### src/rtl/stage_wb.sv
// -----------------------------------------------------------------------------
// stage_wb : pipeline write-back stage, directly downstream of the memory stage.
//
// Registers the MEM/WB result, picks load data or the ALU result, and drives
// the register-file write port (which doubles as the forwarding source).
// A memory-stage exception becomes a trap request that is held, and that stalls
// the pipe, until the CSR unit acknowledges it.
//
// Build option:
//   STAGE_WB_INSTRET_EN  defined     -> 64-bit retired-instruction counter on instret_o
//                        not defined -> instret_o tied to 0, no counter logic
//
// Ports:
//   clk_i, rst_i                      clock, synchronous active-high reset
//   valid_i, flush_i                  MEM instruction present / discard it
//   pc_i, rd_i, rd_we_i               PC, destination register, rd write request
//   is_ld_i, is_st_i                  load / store flags
//   alu_res_i, ld_data_i              ALU result (or address) / formatted load data
//   e_ld_mis_i, e_st_mis_i, e_bus_err_i  memory-stage exceptions
//   trap_ack_i                        CSR unit accepted the trap
//   wb_we_o, wb_rd_o, wb_dat_o        register-file write port
//   retired_o                         one-cycle pulse per retired instruction
//   trap_valid_o, trap_cause_o,
//   trap_pc_o, trap_tval_o            held trap request to the CSR unit
//   wb_stall_o                        stall upstream stages
//   instret_o                         retired-instruction count
//
// FSM states:
//   state   | meaning
//   RUN     | normal flow, MEM results are captured each cycle
//   TRAP    | trap request held, pipe stalled, MEM inputs ignored
// -----------------------------------------------------------------------------
module stage_wb #(
    parameter int XLEN   = 32,
    parameter int REG_AW = 5
) (
    input  logic              clk_i,
    input  logic              rst_i,
    input  logic              valid_i,
    input  logic              flush_i,
    input  logic [XLEN-1:0]   pc_i,
    input  logic [REG_AW-1:0] rd_i,
    input  logic              rd_we_i,
    input  logic              is_ld_i,
    input  logic              is_st_i,
    input  logic [XLEN-1:0]   alu_res_i,
    input  logic [XLEN-1:0]   ld_data_i,
    input  logic              e_ld_mis_i,
    input  logic              e_st_mis_i,
    input  logic              e_bus_err_i,
    input  logic              trap_ack_i,
    output logic              wb_we_o,
    output logic [REG_AW-1:0] wb_rd_o,
    output logic [XLEN-1:0]   wb_dat_o,
    output logic              retired_o,
    output logic              trap_valid_o,
    output logic [3:0]        trap_cause_o,
    output logic [XLEN-1:0]   trap_pc_o,
    output logic [XLEN-1:0]   trap_tval_o,
    output logic              wb_stall_o,
    output logic [63:0]       instret_o
);

    typedef enum logic {
        ST_RUN  = 1'b0,
        ST_TRAP = 1'b1
    } state_t;

    state_t            r_state;
    state_t            w_state_nxt;
    logic              w_retire;
    logic              w_take_trap;
    logic              w_exc_any;
    logic [3:0]        w_cause;

    logic              r_wb_we;
    logic [REG_AW-1:0] r_wb_rd;
    logic [XLEN-1:0]   r_wb_dat;
    logic              r_retired;
    logic [3:0]        r_trap_cause;
    logic [XLEN-1:0]   r_trap_pc;
    logic [XLEN-1:0]   r_trap_tval;

    always_ff @(posedge clk_i) begin
        if (rst_i) begin
            r_state <= ST_RUN;
        end else begin
            r_state <= w_state_nxt;
        end
    end

    always_comb begin
        w_state_nxt = r_state;
        w_retire    = 1'b0;
        w_take_trap = 1'b0;
        w_exc_any   = e_ld_mis_i | e_st_mis_i | e_bus_err_i;
        // Misalignment wins over a bus error; a bus error is classified by access type.
        if (e_ld_mis_i) begin
            w_cause = 4'd4;
        end else if (e_st_mis_i) begin
            w_cause = 4'd6;
        end else if (is_ld_i) begin
            w_cause = 4'd5;
        end else begin
            w_cause = 4'd7;
        end
        case (r_state)
            ST_RUN: begin
                if (valid_i && !flush_i) begin
                    if (w_exc_any) begin
                        w_take_trap = 1'b1;
                        w_state_nxt = ST_TRAP;
                    end else begin
                        w_retire = 1'b1;
                    end
                end
            end
            ST_TRAP: begin
                // The ack cycle captures nothing: the CSR unit flushes the pipe.
                if (trap_ack_i) begin
                    w_state_nxt = ST_RUN;
                end
            end
            default: w_state_nxt = ST_RUN;
        endcase
    end

    always_ff @(posedge clk_i) begin
        if (rst_i) begin
            r_wb_we      <= 1'b0;
            r_wb_rd      <= '0;
            r_wb_dat     <= '0;
            r_retired    <= 1'b0;
            r_trap_cause <= 4'd0;
            r_trap_pc    <= '0;
            r_trap_tval  <= '0;
        end else begin
            r_wb_we   <= w_retire && rd_we_i && !is_st_i && (rd_i != '0);
            r_retired <= w_retire;
            if (w_retire) begin
                r_wb_rd  <= rd_i;
                r_wb_dat <= is_ld_i ? ld_data_i : alu_res_i;
            end
            if (w_take_trap) begin
                r_trap_cause <= w_cause;
                r_trap_pc    <= pc_i;
                r_trap_tval  <= alu_res_i;
            end
        end
    end

`ifdef STAGE_WB_INSTRET_EN
    logic [63:0] r_instret;

    always_ff @(posedge clk_i) begin
        if (rst_i) begin
            r_instret <= 64'd0;
        end else if (r_retired) begin
            r_instret <= r_instret + 64'd1;
        end
    end

    assign instret_o = r_instret;
`else
    assign instret_o = 64'd0;
`endif

    assign wb_we_o      = r_wb_we;
    assign wb_rd_o      = r_wb_rd;
    assign wb_dat_o     = r_wb_dat;
    assign retired_o    = r_retired;
    assign trap_valid_o = (r_state == ST_TRAP);
    assign wb_stall_o   = (r_state == ST_TRAP);
    assign trap_cause_o = r_trap_cause;
    assign trap_pc_o    = r_trap_pc;
    assign trap_tval_o  = r_trap_tval;

endmodule
### config.mk
export PLATFORM = sky130hd
export DESIGN_NAME = stage_wb
export DESIGN_NICKNAME = d
export VERILOG_FILES = /design/src/rtl/stage_wb.sv
export SDC_FILE = /design/constraint.sdc
export NUM_CORES = 1
export LEC_CHECK = 0
export ABC_AREA = 1
export BUFFER_PORTS_ARGS = -buffer_cell sky130_fd_sc_hd__buf_2
export CELL_PAD_IN_SITES_DETAIL_PLACEMENT = 0
export CELL_PAD_IN_SITES_GLOBAL_PLACEMENT = 2
export CORE_ASPECT_RATIO = 1.75
export CORE_UTILIZATION = 24
export CTS_CLUSTER_SIZE = 40
export DETAILED_ROUTE_END_ITERATION = 10
export GPL_TIMING_DRIVEN = 0
export PLACE_DENSITY = 0.95
export RECOVER_POWER = 50
export SLEW_MARGIN = 30
export SYNTH_ARGS = -nofsm -noshare
export SYNTH_HDL_FRONTEND = slang
export SYNTH_SLANG_ARGS = --single-unit
### constraint.sdc
create_clock -name clk_i -period 3.41 [get_ports clk_i]
set_input_delay 0.1705 -clock clk_i [delete_from_list [all_inputs] [get_ports clk_i]]
set_output_delay 0.1705 -clock clk_i [all_outputs]
set_load 0.01 [all_outputs]
==> results of run 1 <==
critical path: cells and delay by family (launching register included):
kind,cells,cell delay [ns]
simple gates,4,0.53
flops,1,0.36
buf+inv,1,0.54
flip-flops by register name (all words and copies together), names as in the netlist:
signal / flops
trap_cause_o: 3
retired_o: 1
trap_valid_o: 1
wb_we_o: 1
wb_rd_o: 5
trap_pc_o: 32
trap_tval_o: 32
wb_dat_o: 32
stage by stage:
stage	util (%)	worst slack (ns)	total power, mW
3_5_place_dp	32.3	1.75	1.97
6_report	33.2	1.87	3.12
3_3_place_gp	32.3	1.73	1.97
5_1_grt	33.2	1.69	3.30
2_1_floorplan	-	2.28	1.74
4_1_cts	33.8	1.93	3.19
layout by cell type, fill, tap and decap left out, types with 3 or more instances in the layout:
cell and n:
buf_2 133, clkbuf_16 9, nor2_1 276, clkinv_2 3
inv_2 5, conb_1 65, bufinv_16 3, inv_1 103
dfxtp_1 107, clkbuf_1 114, nand3_1 102, buf_4 73
buf_6 7, buf_1 7, nand2_1 143
power by group:
group | switching [mW] | leakage, nW | total (mW) | internal [mW]
Sequential | 0.0337 | 0.875 | 1.35 | 1.31
Clock | 0.492 | 0.165 | 1.20 | 0.711
Combinational | 0.346 | 2.98 | 0.574 | 0.227
final timing paths:
path                               startpoint              end  slack [ns]  depth (start not counted)
worst min-delay path                    rst_i  trap_cause_o[2]        0.04                          2
worst max register to register   trap_valid_o     wb_dat_o[12]        1.87                          5
worst min register to register  trap_pc_o[10]    trap_pc_o[10]        0.47                          2
worst max-delay path             trap_valid_o     wb_dat_o[12]        1.87                          5
cell type report:
| class | instances | area (sq um) |
|---|---|---|
| Multi-Input combinational cell | 592 | 2380 |
| Antenna cell | 1 | 2.50 |
| Tap cell | 296 | 370 |
| Sequential cell | 107 | 2140 |
| Clock buffer | 9 | 225 |
| Fill cell | 2562 | 14900 |
| Buffer | 116 | 788 |
| Clock inverter | 6 | 105 |
| Inverter | 108 | 405 |
| Timing Repair Buffer | 218 | 958 |
synthesized netlist by cell type:
cell type	instances	area, sq um
nand2_1	143	537
nand3b_4	1	20.0
clkbuf_1	8	30.0
a21oi_1	1	5.00
nand3b_1	2	15.0
dfxtp_1	107	2140
nor2_1	275	1030
conb_1	1	3.75
nand3_1	102	510
buf_4	73	548
nor2_4	2	22.5
buf_2	21	105
buf_6	7	78.8
nand4_1	1	6.26
buf_1	7	26.3
inv_2	5	18.8
inv_1	103	387
kinds of logic after synthesis:
group,count (synthesis),share of synthesized area (%)
AOI/OAI and AO/OA,1,0.0911
other,1,0.0683
and+or+nand+nor,526,39.1
buffers and inverters,224,21.8
DFF,107,39.0
metal layers:
layer	vias up	track usage, %
li1	2997	-
met2	214	33.3
met5	-	0
met1	2407	17.1
met3	27	3.12
met4	0	7.37
==> results summary, run 1 <==
After routing the design area is 7380 sq um. The met3 routed wirelength is 1200 microns. The leftover overflow at the end of global routing is 0.

The number of hold buffers added after CTS came out at 0. The final routed wirelength across all metal layers is 20100 microns. The horizontal die dimension is 116 microns. TritonCTS built the clock tree. The number of vias in the routed layout came out at 5645. For the final routed database, the setup TNS stands at 0 ns.

The type of the setup path with the least slack is reg2reg. The clock edge transition at the registers on the reported setup and hold paths is 0.08 ns. The number of different library cells in the post-synthesis netlist came out at 17. The element type at the critical path start is a flip-flop. The share of post-route cells with drive strength above 1 came out at 20.3%. After detailed routing, no signal wire sits above met4. The number of DRC violations after detailed-routing iteration 0 is 189.

Traced cell by cell, the critical path runs through nor2_1, clkbuf_1, nand3_1, nand2_1, nor2_1. The die is 202 microns tall. The Yosys warning count is 0. STA classifies the critical path endpoint as a flip-flop.

In this run the core area contains 72 standard-cell rows. The max-cap check violation count came out at 0. The post-route clock skew came out at 0.00682 ns. The H-tree level count came out at 3. The achievable clock frequency is 0.649 GHz. The path type of the worst min-delay path is in2reg.

The setup violation total in the final timing report is 0. The arrival time at the worst endpoint came out at 1.79 ns. The post-detailed-route count of antenna-violating nets is 0. The congestion estimate from routability-driven global placement came to 0.808. The clock insertion delay at the later pin of the skew report came out at 0.35 ns. The number of buffers created by CTS is 9. The final clock period utilization by the worst path came out at 45.2%. The hold violation total from the final report was 0. The core outline area is 22300 sq um. The critical path's most frequent cell is nor2_1. The detailed placer's ending HPWL came out at 16000 microns. The clock passes through at most 2 buffers. The time the worst path needs with I/O delays and setup came out at 1.54 ns. The number of global-route vias before repair is 5430. The post-cts repair resize count is 0. Counting every instance in the synthesized netlist gives 859. The wire length of the first global-routing pass came out at 29600 microns. The placed standard-cell area came out at 7190 sq um. The routed length on met2 is 10900 microns. The analysis attributes to cell leakage a power of 4.02 nW. Entering global routing, the biggest net connects 17 pins.

The initial antenna violation count came to 1. The area enclosed by the die boundary came out at 23500 sq um. 285 I/O pins were placed. In this run the worst path has a maximum fanout of 10. In this run the tightest slew margin relative to its limit is 56.7%. Dividing the detail-routed wire length by the instance count gives 13.8 microns. The area added between synthesis and finish is 34.5%. The average instance area after synthesis came out at 6.39 sq um. The final count of pins violating max slew is 0.

The number of iterations in the first detailed-routing pass came out at 5. The root cell of the clock tree is clkbuf_16. The required time of the critical path came out at 3.66 ns. The post-route met1 wirelength came out at 7400 microns. In this run the cell area of the synthesized design comes to 5490 sq um. Post-CTS timing repair inserted 0 buffers for setup. The CTS sink count is 107. The starting density of the core came out at 24.7%. The number of placed instances with taps included is 1437. The total power density per cell area is 423 nW/um^2. The sequential fraction of the synthesis area is 39.0%. Counting flops and latches in the post-synthesis netlist gives 107.

The flow ran to the end, and the final reports show no timing, DRC or antenna violations. Setup repair after global routing left no endpoint under its margin. The stage delay of the slowest cell on the critical path came out at 0.54 ns. Among all stages on the critical path, the largest delay is contributed by clkbuf_1. The global-route total usage across every layer came out at 17.2%.

For this run, design rule violations remaining after detail routing come to 0. The worst vdd rail ir drop is 0.227 mV. The via density per instance is 3.89.

The worst-case hold slack is 0.0436 ns. The slew of the pin with the lowest slew margin is 0.649 ns. The non-filler instance count after layout is 1453. For this run, the post-layout net count is 1264. The number of buffer cells added on primary ports came out at 218.
No activity file was read; power rests on OpenSTA's default activity.
==> run 2: changes to the inputs <==
- CORE_UTILIZATION: 24 -> 22
- PLACE_DENSITY: 0.95 -> 0.9
- clock period: 3.41 -> 1.6 ns (I/O delays scaled with it)
==> results summary, run 2 (same netlist as run 1, synthesis figures left out) <==
The setup violation total in the final timing report came to 0 (unchanged). The normalized max-slew margin came out at 55.6% (-1.1 points). The horizontal die dimension came out at 121 microns (+4.4%). The root cell of the clock tree is clkbuf_16. The wire length of the first global-routing pass came out at 30300 microns (+2.4%). The area occupied by multi-input gates came out at 2390 sq um (+0.31%). The library cells used most frequently in the layout, excluding fill and tap cells, are nor2_1, nand2_1, buf_2. The minimum setup slack among reg-to-reg paths came out at 0.14 ns (-1.73 ns). The final worst-path setup slack is 0.137 ns (-1.73 ns). The global-route total usage across every layer came out at 16.0% (-1.2 points). The final-layout setup total negative slack is 0 ns (unchanged). The required time of the critical path came to 1.87 ns (-1.79 ns). The element type at the critical path start is a flip-flop.

The largest driver fanout on the critical path is 10 (unchanged). The starting density of the core was 22.4% (-2.3 points). The area added between synthesis and finish came out at 35.2%. In this run the most critical hold path is launched from pc_i[13]. The achievable clock frequency was 0.684 GHz (+5.3%). The library cell used most frequently in the layout, excluding fill and tap cells, is nor2_1.

The kind of capture point of the worst setup path is a flip-flop. The number of placed I/O pins was 285 (unchanged). The number of buffers inserted by post-CTS setup repair was 0 (unchanged). The arrival time at the worst endpoint came to 1.73 ns (-0.06 ns). The final count of pins violating max slew came out at 0 (unchanged).

The worst vdd rail ir drop came out at 0.441 mV (+94%). The number of global-route vias before repair is 5573 (+2.6%). The total power density per cell area came out at 869 nW/um^2 (+110%).

The clock insertion delay at the later pin of the skew report came to 0.36 ns (about the same). The number of DRC violations after detailed-routing iteration 0 is 191 (+1.1%). The leftover overflow at the end of global routing came to 0 (unchanged). The worst hold endpoint is trap_pc_o[13].

The number of buffer cells added on primary ports is 218 (unchanged). The site row count is 76 (+5.6%). Setup repair after global routing left no endpoint under its margin. The max-cap check violation count came out at 0 (unchanged). The post-route clock skew came out at 0.00657 ns (-0.000259 ns).

The register area is 2140 sq um (unchanged). The maximum clock insertion buffer count was 2 (unchanged). The final clock period utilization by the worst path came out at 91.4% (+46 points). The number of filler instances in the final layout came to 2914 (+14%). The overall die height came out at 211 microns (+4.4%). The final routed wirelength across all metal layers came out at 20400 microns (+1.5%). The post-detailed-route count of antenna-violating nets is 0 (unchanged).

The final layout net count came out at 1268 (+0.32%). The detail-routed net length per standard cell is 13.8 microns (about the same). The worst reg2reg path startpoint is trap_valid_o. The routability-driven placement congestion ratio is 0.779 (-3.6%). The maximum number of pins on one net before global-route repair was 19 (+2). The clock edge transition at the registers on the reported setup and hold paths came out at 0.08 ns (about the same). The number of iterations in the first detailed-routing pass is 4 (-1). The core outline area was 24500 sq um (+10%). TritonCTS built the clock tree.

The share of post-route cells with drive strength above 1 came out at 20.4% (+0.085 points). The critical path in this run is classified as reg2reg. The CTS sink count is 107 (unchanged). In this run the worst hold path is classified as in2reg. The detailed placer's ending HPWL came out at 16300 microns (+1.8%).

The hold violation total from the final report was 0 (unchanged). The time the worst path needs with I/O delays and setup was 1.46 ns (-0.0778 ns). The via density per instance was 3.85 (-0.95%). The area enclosed by the die boundary is 25600 sq um (+9.0%). The initial antenna violation count is 3 (+2).

The slew of the pin with the lowest slew margin is 0.666 ns (+0.0172 ns). The number of design rule violations left after detail routing came to 0 (unchanged). The endpoint identified for the worst register-to-register timing path is wb_dat_o[2]. The worst-case setup slack after placement is 0.0260 ns (-1.72 ns). The run finished with clean final reports.

The cell leakage power came to 4.02 nW (-0.10%). The number of buffers created by CTS came out at 9 (unchanged). The depth of the most critical reg-to-reg path was 5 (unchanged).

The worst hold path stage count came out at 5 (+3). The H-tree level count came out at 3 (unchanged). The number of vias in the routed layout is 5676 (+0.55%).
==> run 2: cell count changes in the layout (fill, tap and decap cells not counted), sizes merged <==
cell         previous run  this run
clkbuf                123       124
buf                   220       219
clkinvlp                0         2
inv                   108       110
diode                   1         2
bufinv                  3         1
clkinv                  3         2
dlygate4sd3             0         4
==> run 2: through the flow <==
step	hold slack, ns	std cells	power [mW]	area [sq um]	utilization, %
final	0.0421	1475	6.45	7420	30.3
after global placement	0.289	1453	4.20	7210	29.4
after global routing	0.0528	1475	6.82	7420	30.3
after floorplan	0.149	923	3.72	5730	-
after CTS	0.0237	1473	6.62	7550	30.8
after detailed placement	0.289	1453	4.21	7210	29.4
==> run 2: what timing repair did <==
item / in CTS / in global routing
endpoints found under the setup margin: 0 / 4
hold endpoints to repair: 3 / 0
gates resized for setup: 0 / 2
hold buffers: 4 / 0
==> run 2: area by class of cell <==
| cell class | instances | area share (%) |
|---|---|---|
| antenna | 2 | 0.0674 |
| buffer | 116 | 10.6 |
| clock buffer | 9 | 3.03 |
| clock inverter | 7 | 1.01 |
| inverter | 108 | 5.46 |
| multi-input combinational | 592 | 32.2 |
| sequential | 107 | 28.9 |
| tap | 312 | 5.26 |
| timing repair buffer | 222 | 13.4 |
==> run 2: critical path: stages, from the launching register on <==
cell and delay, ns:
dfxtp_1 0.40, nor2_4 0.18, buf_1 0.44, nand3_1 0.20, nand2_1 0.09, nor2_1 0.04
==> run 2: worst max path at each step <==
stage | startpoint | end | slack, ns | depth (start not counted)
after floorplan | trap_valid_o | wb_dat_o[0] | 0.47 | 6
after CTS | trap_valid_o | wb_rd_o[4] | 0.06 | 5
after global placement | rst_i | wb_dat_o[20] | 0.04 | 6
after detailed placement | rst_i | wb_dat_o[20] | 0.03 | 6
after global routing | trap_valid_o | wb_dat_o[29] | 0.02 | 5
final | trap_valid_o | wb_dat_o[2] | 0.14 | 5
==> run 2: report_power, final <==
| group | leakage (nW) | switching (mW) | internal [mW] |
|---|---|---|---|
| clock | 0.144 | 1.12 | 1.23 |
| combinational | 3.00 | 0.739 | 0.492 |
| sequential | 0.875 | 0.0756 | 2.80 |
| total | 4.02 | 1.93 | 4.52 |
==> run 2: routing by layer <==
| layer | part of all wire, % | global-route usage [%] | vias to the layer above |
|---|---|---|---|
| met2 | 54 | 31.4 | 200 |
| met5 | 0.083 | 0 | - |
| met1 | 37 | 15.6 | 2438 |
| met3 | 6.8 | 3.70 | 22 |
| met4 | 1.9 | 6.39 | 2 |
| li1 | - | - | 3014 |
